$ cat config.mk
export PLATFORM = sky130hd
export DESIGN_NAME = gpu_reg_store_unit
export DESIGN_NICKNAME = d
export VERILOG_FILES = /design/src/rtl/gpu_reg_store_unit.sv
export SDC_FILE = /design/constraint.sdc
export NUM_CORES = 1
export LEC_CHECK = 0
export ABC_AREA = 1
export BUFFER_PORTS_ARGS = -buffer_cell sky130_fd_sc_hd__buf_2
export CAP_MARGIN = 0
export CORE_UTILIZATION = 46
export DETAILED_ROUTE_END_ITERATION = 6
export GPL_ROUTABILITY_DRIVEN = 0
export PLACE_DENSITY = 0.84
export SYNTH_ARGS = -nofsm -noshare
export SYNTH_HDL_FRONTEND = slang
export SYNTH_SLANG_ARGS = --single-unit
export TNS_END_PERCENT = 10
$ cat constraint.sdc
create_clock -name clk -period 1.8 [get_ports clk]
set_input_delay 0.18 -clock clk [delete_from_list [all_inputs] [get_ports clk]]
set_output_delay 0.18 -clock clk [all_outputs]
set_load 0.02 [all_outputs]
$ cat src/rtl/gpu_reg_store_unit.sv
// Store/drain engine: waits for the tensor pipeline to retire, then streams a
// contiguous register range from a dedicated register-file read port to memory.
module gpu_reg_store_unit #(
    parameter int DATA_W   = 64,
    parameter int REG_AW   = 5,
    parameter int MEM_AW   = 16,
    parameter int PIPE_LAT = 3
) (
    input  logic              clk,
    input  logic              rst_n,
    input  logic              start,
    input  logic [REG_AW-1:0] cfg_reg_base,
    input  logic [REG_AW:0]   cfg_count,
    input  logic [MEM_AW-1:0] cfg_mem_base,
    input  logic              tensor_en,
    output logic [REG_AW-1:0] rf_rd_addr,
    input  logic [DATA_W-1:0] rf_rd_data,
    output logic              mem_wr_valid,
    input  logic              mem_wr_ready,
    output logic [MEM_AW-1:0] mem_wr_addr,
    output logic [DATA_W-1:0] mem_wr_data,
    output logic              busy,
    output logic              done
);

    localparam logic [2:0] ST_IDLE  = 3'd0;
    localparam logic [2:0] ST_DRAIN = 3'd1;
    localparam logic [2:0] ST_LOAD  = 3'd2;
    localparam logic [2:0] ST_SEND  = 3'd3;
    localparam logic [2:0] ST_DONE  = 3'd4;

    localparam int DRAIN_W = (PIPE_LAT > 1) ? $clog2(PIPE_LAT) : 1;
    localparam logic [DRAIN_W-1:0] DRAIN_LAST = DRAIN_W'(PIPE_LAT - 1);

    logic [2:0]         state_q,     state_d;
    logic [REG_AW-1:0]  reg_base_q,  reg_base_d;
    logic [REG_AW:0]    count_q,     count_d;
    logic [MEM_AW-1:0]  mem_base_q,  mem_base_d;
    logic [REG_AW:0]    rd_idx_q,    rd_idx_d;
    logic [DRAIN_W-1:0] drain_cnt_q, drain_cnt_d;
    logic [REG_AW-1:0]  rd_addr_q,   rd_addr_d;
    logic               valid_q,     valid_d;
    logic [MEM_AW-1:0]  addr_q,      addr_d;
    logic [DATA_W-1:0]  data_q,      data_d;

    logic [REG_AW:0]    rd_idx_inc_s;
    logic [MEM_AW-1:0]  beat_addr_s;
    logic [REG_AW-1:0]  next_rd_addr_s;

    // Index arithmetic wraps naturally in the register and memory address widths.
    assign rd_idx_inc_s   = rd_idx_q + (REG_AW+1)'(1);
    assign beat_addr_s    = mem_base_q + MEM_AW'(rd_idx_q);
    assign next_rd_addr_s = reg_base_q + REG_AW'(rd_idx_inc_s);

    // Sequencer next-state and datapath load logic.
    always_comb begin
        state_d     = state_q;
        reg_base_d  = reg_base_q;
        count_d     = count_q;
        mem_base_d  = mem_base_q;
        rd_idx_d    = rd_idx_q;
        drain_cnt_d = drain_cnt_q;
        rd_addr_d   = rd_addr_q;
        valid_d     = valid_q;
        addr_d      = addr_q;
        data_d      = data_q;
        case (state_q)
            ST_IDLE: begin
                if (start) begin
                    reg_base_d  = cfg_reg_base;
                    count_d     = cfg_count;
                    mem_base_d  = cfg_mem_base;
                    rd_idx_d    = {(REG_AW+1){1'b0}};
                    drain_cnt_d = {DRAIN_W{1'b0}};
                    if (cfg_count == {(REG_AW+1){1'b0}}) begin
                        state_d = ST_DONE;
                    end else begin
                        state_d = ST_DRAIN;
                    end
                end else begin
                    state_d = ST_IDLE;
                end
            end
            ST_DRAIN: begin
                // Only an unbroken run of PIPE_LAT idle cycles proves write-backs landed.
                if (tensor_en) begin
                    drain_cnt_d = {DRAIN_W{1'b0}};
                end else if (drain_cnt_q == DRAIN_LAST) begin
                    state_d   = ST_LOAD;
                    rd_addr_d = reg_base_q;
                end else begin
                    drain_cnt_d = drain_cnt_q + DRAIN_W'(1);
                end
            end
            ST_LOAD: begin
                data_d    = rf_rd_data;
                addr_d    = beat_addr_s;
                rd_idx_d  = rd_idx_inc_s;
                rd_addr_d = next_rd_addr_s;
                valid_d   = 1'b1;
                state_d   = ST_SEND;
            end
            ST_SEND: begin
                if (mem_wr_ready) begin
                    if (rd_idx_q < count_q) begin
                        data_d    = rf_rd_data;
                        addr_d    = beat_addr_s;
                        rd_idx_d  = rd_idx_inc_s;
                        rd_addr_d = next_rd_addr_s;
                    end else begin
                        valid_d   = 1'b0;
                        rd_addr_d = {REG_AW{1'b0}};
                        state_d   = ST_DONE;
                    end
                end else begin
                    state_d = ST_SEND;
                end
            end
            ST_DONE: begin
                state_d     = ST_IDLE;
                rd_idx_d    = {(REG_AW+1){1'b0}};
                drain_cnt_d = {DRAIN_W{1'b0}};
            end
            default: begin
                state_d   = ST_IDLE;
                valid_d   = 1'b0;
                rd_addr_d = {REG_AW{1'b0}};
            end
        endcase
    end

    // State and datapath registers; reset abandons any transfer in flight.
    always_ff @(posedge clk or negedge rst_n) begin
        if (!rst_n) begin
            state_q     <= ST_IDLE;
            reg_base_q  <= {REG_AW{1'b0}};
            count_q     <= {(REG_AW+1){1'b0}};
            mem_base_q  <= {MEM_AW{1'b0}};
            rd_idx_q    <= {(REG_AW+1){1'b0}};
            drain_cnt_q <= {DRAIN_W{1'b0}};
            rd_addr_q   <= {REG_AW{1'b0}};
            valid_q     <= 1'b0;
            addr_q      <= {MEM_AW{1'b0}};
            data_q      <= {DATA_W{1'b0}};
        end else begin
            state_q     <= state_d;
            reg_base_q  <= reg_base_d;
            count_q     <= count_d;
            mem_base_q  <= mem_base_d;
            rd_idx_q    <= rd_idx_d;
            drain_cnt_q <= drain_cnt_d;
            rd_addr_q   <= rd_addr_d;
            valid_q     <= valid_d;
            addr_q      <= addr_d;
            data_q      <= data_d;
        end
    end

    assign rf_rd_addr   = rd_addr_q;
    assign mem_wr_valid = valid_q;
    assign mem_wr_addr  = addr_q;
    assign mem_wr_data  = data_q;
    assign busy         = (state_q != ST_IDLE);
    assign done         = (state_q == ST_DONE);

endmodule

== Word level (Yosys, flattened, before mapping) ==
Cells that the tools add are included.
Storage, ports and cells
  register bits after elaboration: 124
  latch bits: 0
  bits in writable memories: 0
  ROM bits: 0
  input bits: 96
  logic and storage cells: 74
  memories: 0
Cells by class
  add/subtract/negate cells: 4
  multipliers: 0
  divide/modulo/power cells: 0
  order comparisons: 1
  equal/unequal tests: 13
  shift operators: 0
  multiplexer cells: 29
  bitwise logic cells: 2
  reductions and logical operators: 15
Operators with widths (count)
  two-way mux 64 bit: 2
  one-hot mux 64 bit (2 select lines): 1
  two-way mux 16 bit: 2
  one-hot mux 16 bit (2 select lines): 1
  one-hot mux 6 bit (4 select lines): 1
  two-way mux 5 bit: 4
  one-hot mux 5 bit (4 select lines): 1
  two-way mux 3 bit: 6
  two-way mux 6 bit: 3
  adder 16 x 6 -> 16 bit: 1
  != test 2 bit (second input constant): 6
  one-hot mux 3 bit (4 select lines): 1
  AND reduction 3 bit: 4
  AND reduction 4 bit: 2
  adder 6 x 1 -> 6 bit (second input constant): 1
  equality test 3 x 2 -> 1 bit (second input constant): 2
  zero test 6 bit: 1
  < comparator 6 bit: 1
  two-way mux 2 bit: 3
  != test 3 bit (second input constant): 2
  one-hot mux 2 bit (3 select lines): 1
  nonzero test 3 bit: 2
  adder 5 bit: 1
  nonzero test 4 bit: 1
  other kinds (12): 14

== Logic depth before layout (Yosys ltp) ==
  word-level depth: 5
  depth in mapped cells: 13
  depth with buffers taken out: 13

== Worst setup path after synthesis ==
OpenSTA, ideal clock, no wires.
  path kind: register to register
  start: register rd_idx_q[0]
  end: register addr_q[10], in the netlist mem_wr_addr[10]
  setup time: 0.118 ns
  arrival time: 1.715 ns
  path slack: -0.033 ns
  cell stages (with the launch flop): 12
  buffers on the path: 0
  cell sequence: dfrtp_1 > ha_1 > inv_1 > fa_1 > inv_1 > nand3_1 > nand2_1 > nand2_1 > o21ai_0 > nand3_1 > nand3_1 > nand2_1
Between the ends
  cells in the longest elaborated chain, start to end: 4
RTL lines
  start, declared: line 39  | logic [REG_AW:0] rd_idx_q, rd_idx_d;
  start signal, assigned: line 139  | rd_idx_q <= {(REG_AW+1){1'b0}};
  start signal, assigned: line 150  | rd_idx_q <= rd_idx_d;
  adder 16 x 6 -> 16 bit: line 52  | assign beat_addr_s = mem_base_q + MEM_AW'(rd_idx_q);
  two-way mux 16 bit: line 105  | if (rd_idx_q < count_q) begin
  two-way mux 16 bit: line 104  | if (mem_wr_ready) begin
  one-hot mux 16 bit (2 select lines): line 67  | case (state_q)
  end signal, assigned: line 143  | addr_q <= {MEM_AW{1'b0}};
  end signal, assigned: line 154  | addr_q <= addr_d;
  end, declared: line 43  | logic [MEM_AW-1:0] addr_q, addr_d;
Parallel ways exist; a longest one is shown, timed or not. The select of a mux whose other input is x is not followed.
A chain may end at the register's enable or synchronous reset.

== Worst setup path after layout ==
  start: register rd_idx_q[4]
  end: register data_q[7], in the netlist mem_wr_data[7]
Between the ends
  cells in the longest elaborated chain, start to end: 3
RTL lines
  < comparator 6 bit: line 105
  != test 2 bit (no line)
  AND reduction 3 bit (no line)
  end signal, assigned: line 144  | data_q <= {DATA_W{1'b0}};
  end signal, assigned: line 155  | data_q <= data_d;
  end, declared: line 44  | logic [DATA_W-1:0] data_q, data_d;
Every way passes these cells.

==> run summary <==
Status: complete, but fails checks
Failing checks: setup timing
Initial DRC count: 737
Drt total wl: 21100 um
Slew HR: 68.8%
Final min period: 1930 ps
Detailed-route wire length per cell: 17.3 um
CP max FO: 15
Max rail drop VDD: 0.00109 V
Max-cap violations: 0
Primary FF master, synth: dfrtp_1
CP Data Arrival Time: 2220 ps
Critical path cell sequence: ha_1 -> nand2_2 -> a21oi_2 -> nor2_2 -> nand3_2 -> nand2_4 -> nand2_8 -> buf_12 -> buf_16 -> nand2_2 -> nand2_1
Crit Reg-Reg Startpoint: rd_idx_q[4]
Num Clock Sinks: 124
Hold Path Class: in -> reg
Die W: 115 um
Largest net degree at the start of global routing: 72
Hold Path End: mem_base_q[9]
Yosys Warn Count: 0
Synthesized cell area: 5860 um^2
Count of cell types in the netlist: 32
LEAKAGE: 5.00 nW
Setup violations, final: 44
Critical path's slowest cell: dfrtp_1
CP most frequent cell: nand2_2
First-pass DRT Iterations: 7
Post-synth top cells: nand2_1 (360), dfrtp_1 (124), inv_1 (39)
Crit start category: flip-flop
Synth Register Bits: 124
Post-synth top area share: 53.0%
NumNets Final: 1151
Core ar.: 12200 um^2
Post-synth EDFFs: 0
Cells after Synth: 707
Num rows: 40
Largest cells by area after synthesis: dfrtp_1 (53%), nand2_1 (23%), ha_1 (3.8%), nand3_1 (2.7%), inv_1 (2.5%)
Vias: 6229
Worst stage delay on the critical path: 420 ps
Die Y: 115 um
Vias per inst: 5.12
Hold Crit Depth: 3
DRC Markers: 0
FF-to-FF setup slack: -130 ps
Seq/Total Area, Yosys: 53.0%
Routed Antenna Nets: 0
Crit end category: flip-flop
Grt ovf: 0
Final Hold Fails: 0
PD cells: 2070 nW/um^2
CTS clk-pin slew, worst paths: 60 ps
Total GRT Usage: 29.7%
Slew of the pin with the lowest slew margin: 468 ps
Top cell family by delay on the critical path: simple AND/OR/NAND/NOR gates
CP required: 2090 ps
Area grow syn2layout: 59.2%
Mean Syn Cell Area: 8.29 um^2
Starting Density: 48.0%
First-pass GRT wire length: 29900 um
Port bufs: 183
Syn Nets: 823
Critical setup path kind: reg -> reg
Clock Latency Late Sink: 420 ps
Largest area contributor in the netlist: dfrtp_1
CTS tree: yes
Crit path buf inv count: 2
CTS buffer count: 17
Highest clock rate: 517 MHz
CTS Buffer Depth: 2
HPWL Detailed: 10700 um
Period utilization: 107%
Worst Slack Setup Final: -134 ps
Antenna violations before repair: 0
Vias in the first global route: 6205
Clk_skew: 8.10 ps
Pre-CTS WS: -133 ps
CTS root buf: clkbuf_16
Total number of H-tree levels: 4
Asr flop ratio synth: 100%
R2R cell count: 11
RSZ-0062 raised after global routing: yes
R2R Path End: mem_wr_data[7]
Min-delay src: cfg_mem_base[9]
Die area: 13200 um^2
IO Pins: 184
Max Slew Vio Count: 0
Core Util, Final: 76.4%
Most frequent cell after synthesis: nand2_1
Share of cells above drive strength 1: 35.8%
how the worst max path moves through the flow:
stage / start / to / slack [ps] / depth (start not counted)
floorplan: rd_idx_q[0] / rf_rd_addr[3] / 40 / 10
global placement: rd_idx_q[4] / mem_wr_data[43] / -80 / 10
detailed placement: rd_idx_q[3] / mem_wr_data[60] / -130 / 10
CTS: rd_idx_q[4] / mem_wr_data[6] / -60 / 11
global route: rd_idx_q[2] / mem_wr_data[7] / -470 / 11
finish: rd_idx_q[4] / mem_wr_data[7] / -130 / 11
placed cells by master (no fill, tap or decap), types with 13 or more instances in the layout:
cell type and count:
nand3_1 31, dlygate4sd3_1 88, buf_2 182, nand2_1 320
dfrtp_1 122, clkbuf_16 19, nand2_2 46, o21ai_0 19
buf_4 42, nor2_1 13, inv_1 34
registers in the layout (all words and copies together), names as in the netlist:
register      cells
state_q           3
mem_wr_valid      1
count_q           6
mem_wr_data      64
drain_cnt_q       2
mem_base_q       16
reg_base_q        5
rf_rd_addr        5
mem_wr_addr      16
rd_idx_q          6
stage by stage:
| step | std cells | hold slack [ps] | cell area, um^2 | total power, mW | setup TNS [ps] |
|---|---|---|---|---|---|
| after floorplan | 707 | -116 | 5860 | 10.4 | 0 |
| after global placement | 1083 | 81.9 | 7220 | 12.8 | -3980 |
| after detailed placement | 1083 | 81.8 | 7220 | 13.1 | -8040 |
| after CTS | 1212 | 21.9 | 9040 | 17.9 | -2010 |
| after global routing | 1216 | 37.0 | 9320 | 20.5 | -9950 |
| final | 1217 | 51.5 | 9330 | 19.3 | -2750 |
area by class of cell:
type	instances	area, um^2
antenna	1	2.50
clock buffer	17	425
clock inverter	15	188
fill	711	2890
inverter	43	171
multi-input combinational	517	2750
sequential	124	3110
tap	168	210
timing repair buffer	332	2470
where the power goes:
| group | internal, mW | total, mW | switching, mW |
|---|---|---|---|
| clock network | 2.20 | 3.55 | 1.35 |
| registers | 4.15 | 5.20 | 1.05 |
| logic | 4.23 | 10.5 | 6.29 |
tightest hold or removal path, delay by kind of cell:
family,cells,cell delay (ps)
AND/OR/NAND/NOR,1,60
buffers and inverters,1,80
AO/OA/AOI/OAI,1,90
kinds of logic (layout without fill, tap and decap cells):
logic type | count (synthesis) | after routing | share of synthesized area (%)
fa+ha+maj | 20 | 20 | 4.53
simple gates | 438 | 438 | 30.5
compound gates | 47 | 47 | 4.23
buf+inv | 66 | 407 | 6.04
flops | 124 | 124 | 53.0
xor+xnor | 12 | 12 | 1.79
other cells | 0 | 1 | 0
per-layer routing:
layer / vias up / part of all wire [%] / GRT usage [%]
met4: 0 / 4.1 / 17.7
met2: 355 / 50 / 50.7
met5: - / 0 / 0
met3: 84 / 7.9 / 8.70
met1: 2925 / 38 / 32.9
li1: 2865 / - / -
what timing repair did:
item,4_1_cts,5_1_grt
setup endpoints to repair,89,91
resized for setup,52,60
pin swaps,15,17
buffers inserted,6,2
hold buffers,88,0
gates cloned,3,2
endpoints found under the hold margin,105,0
(Power assumes the default switching activity.)
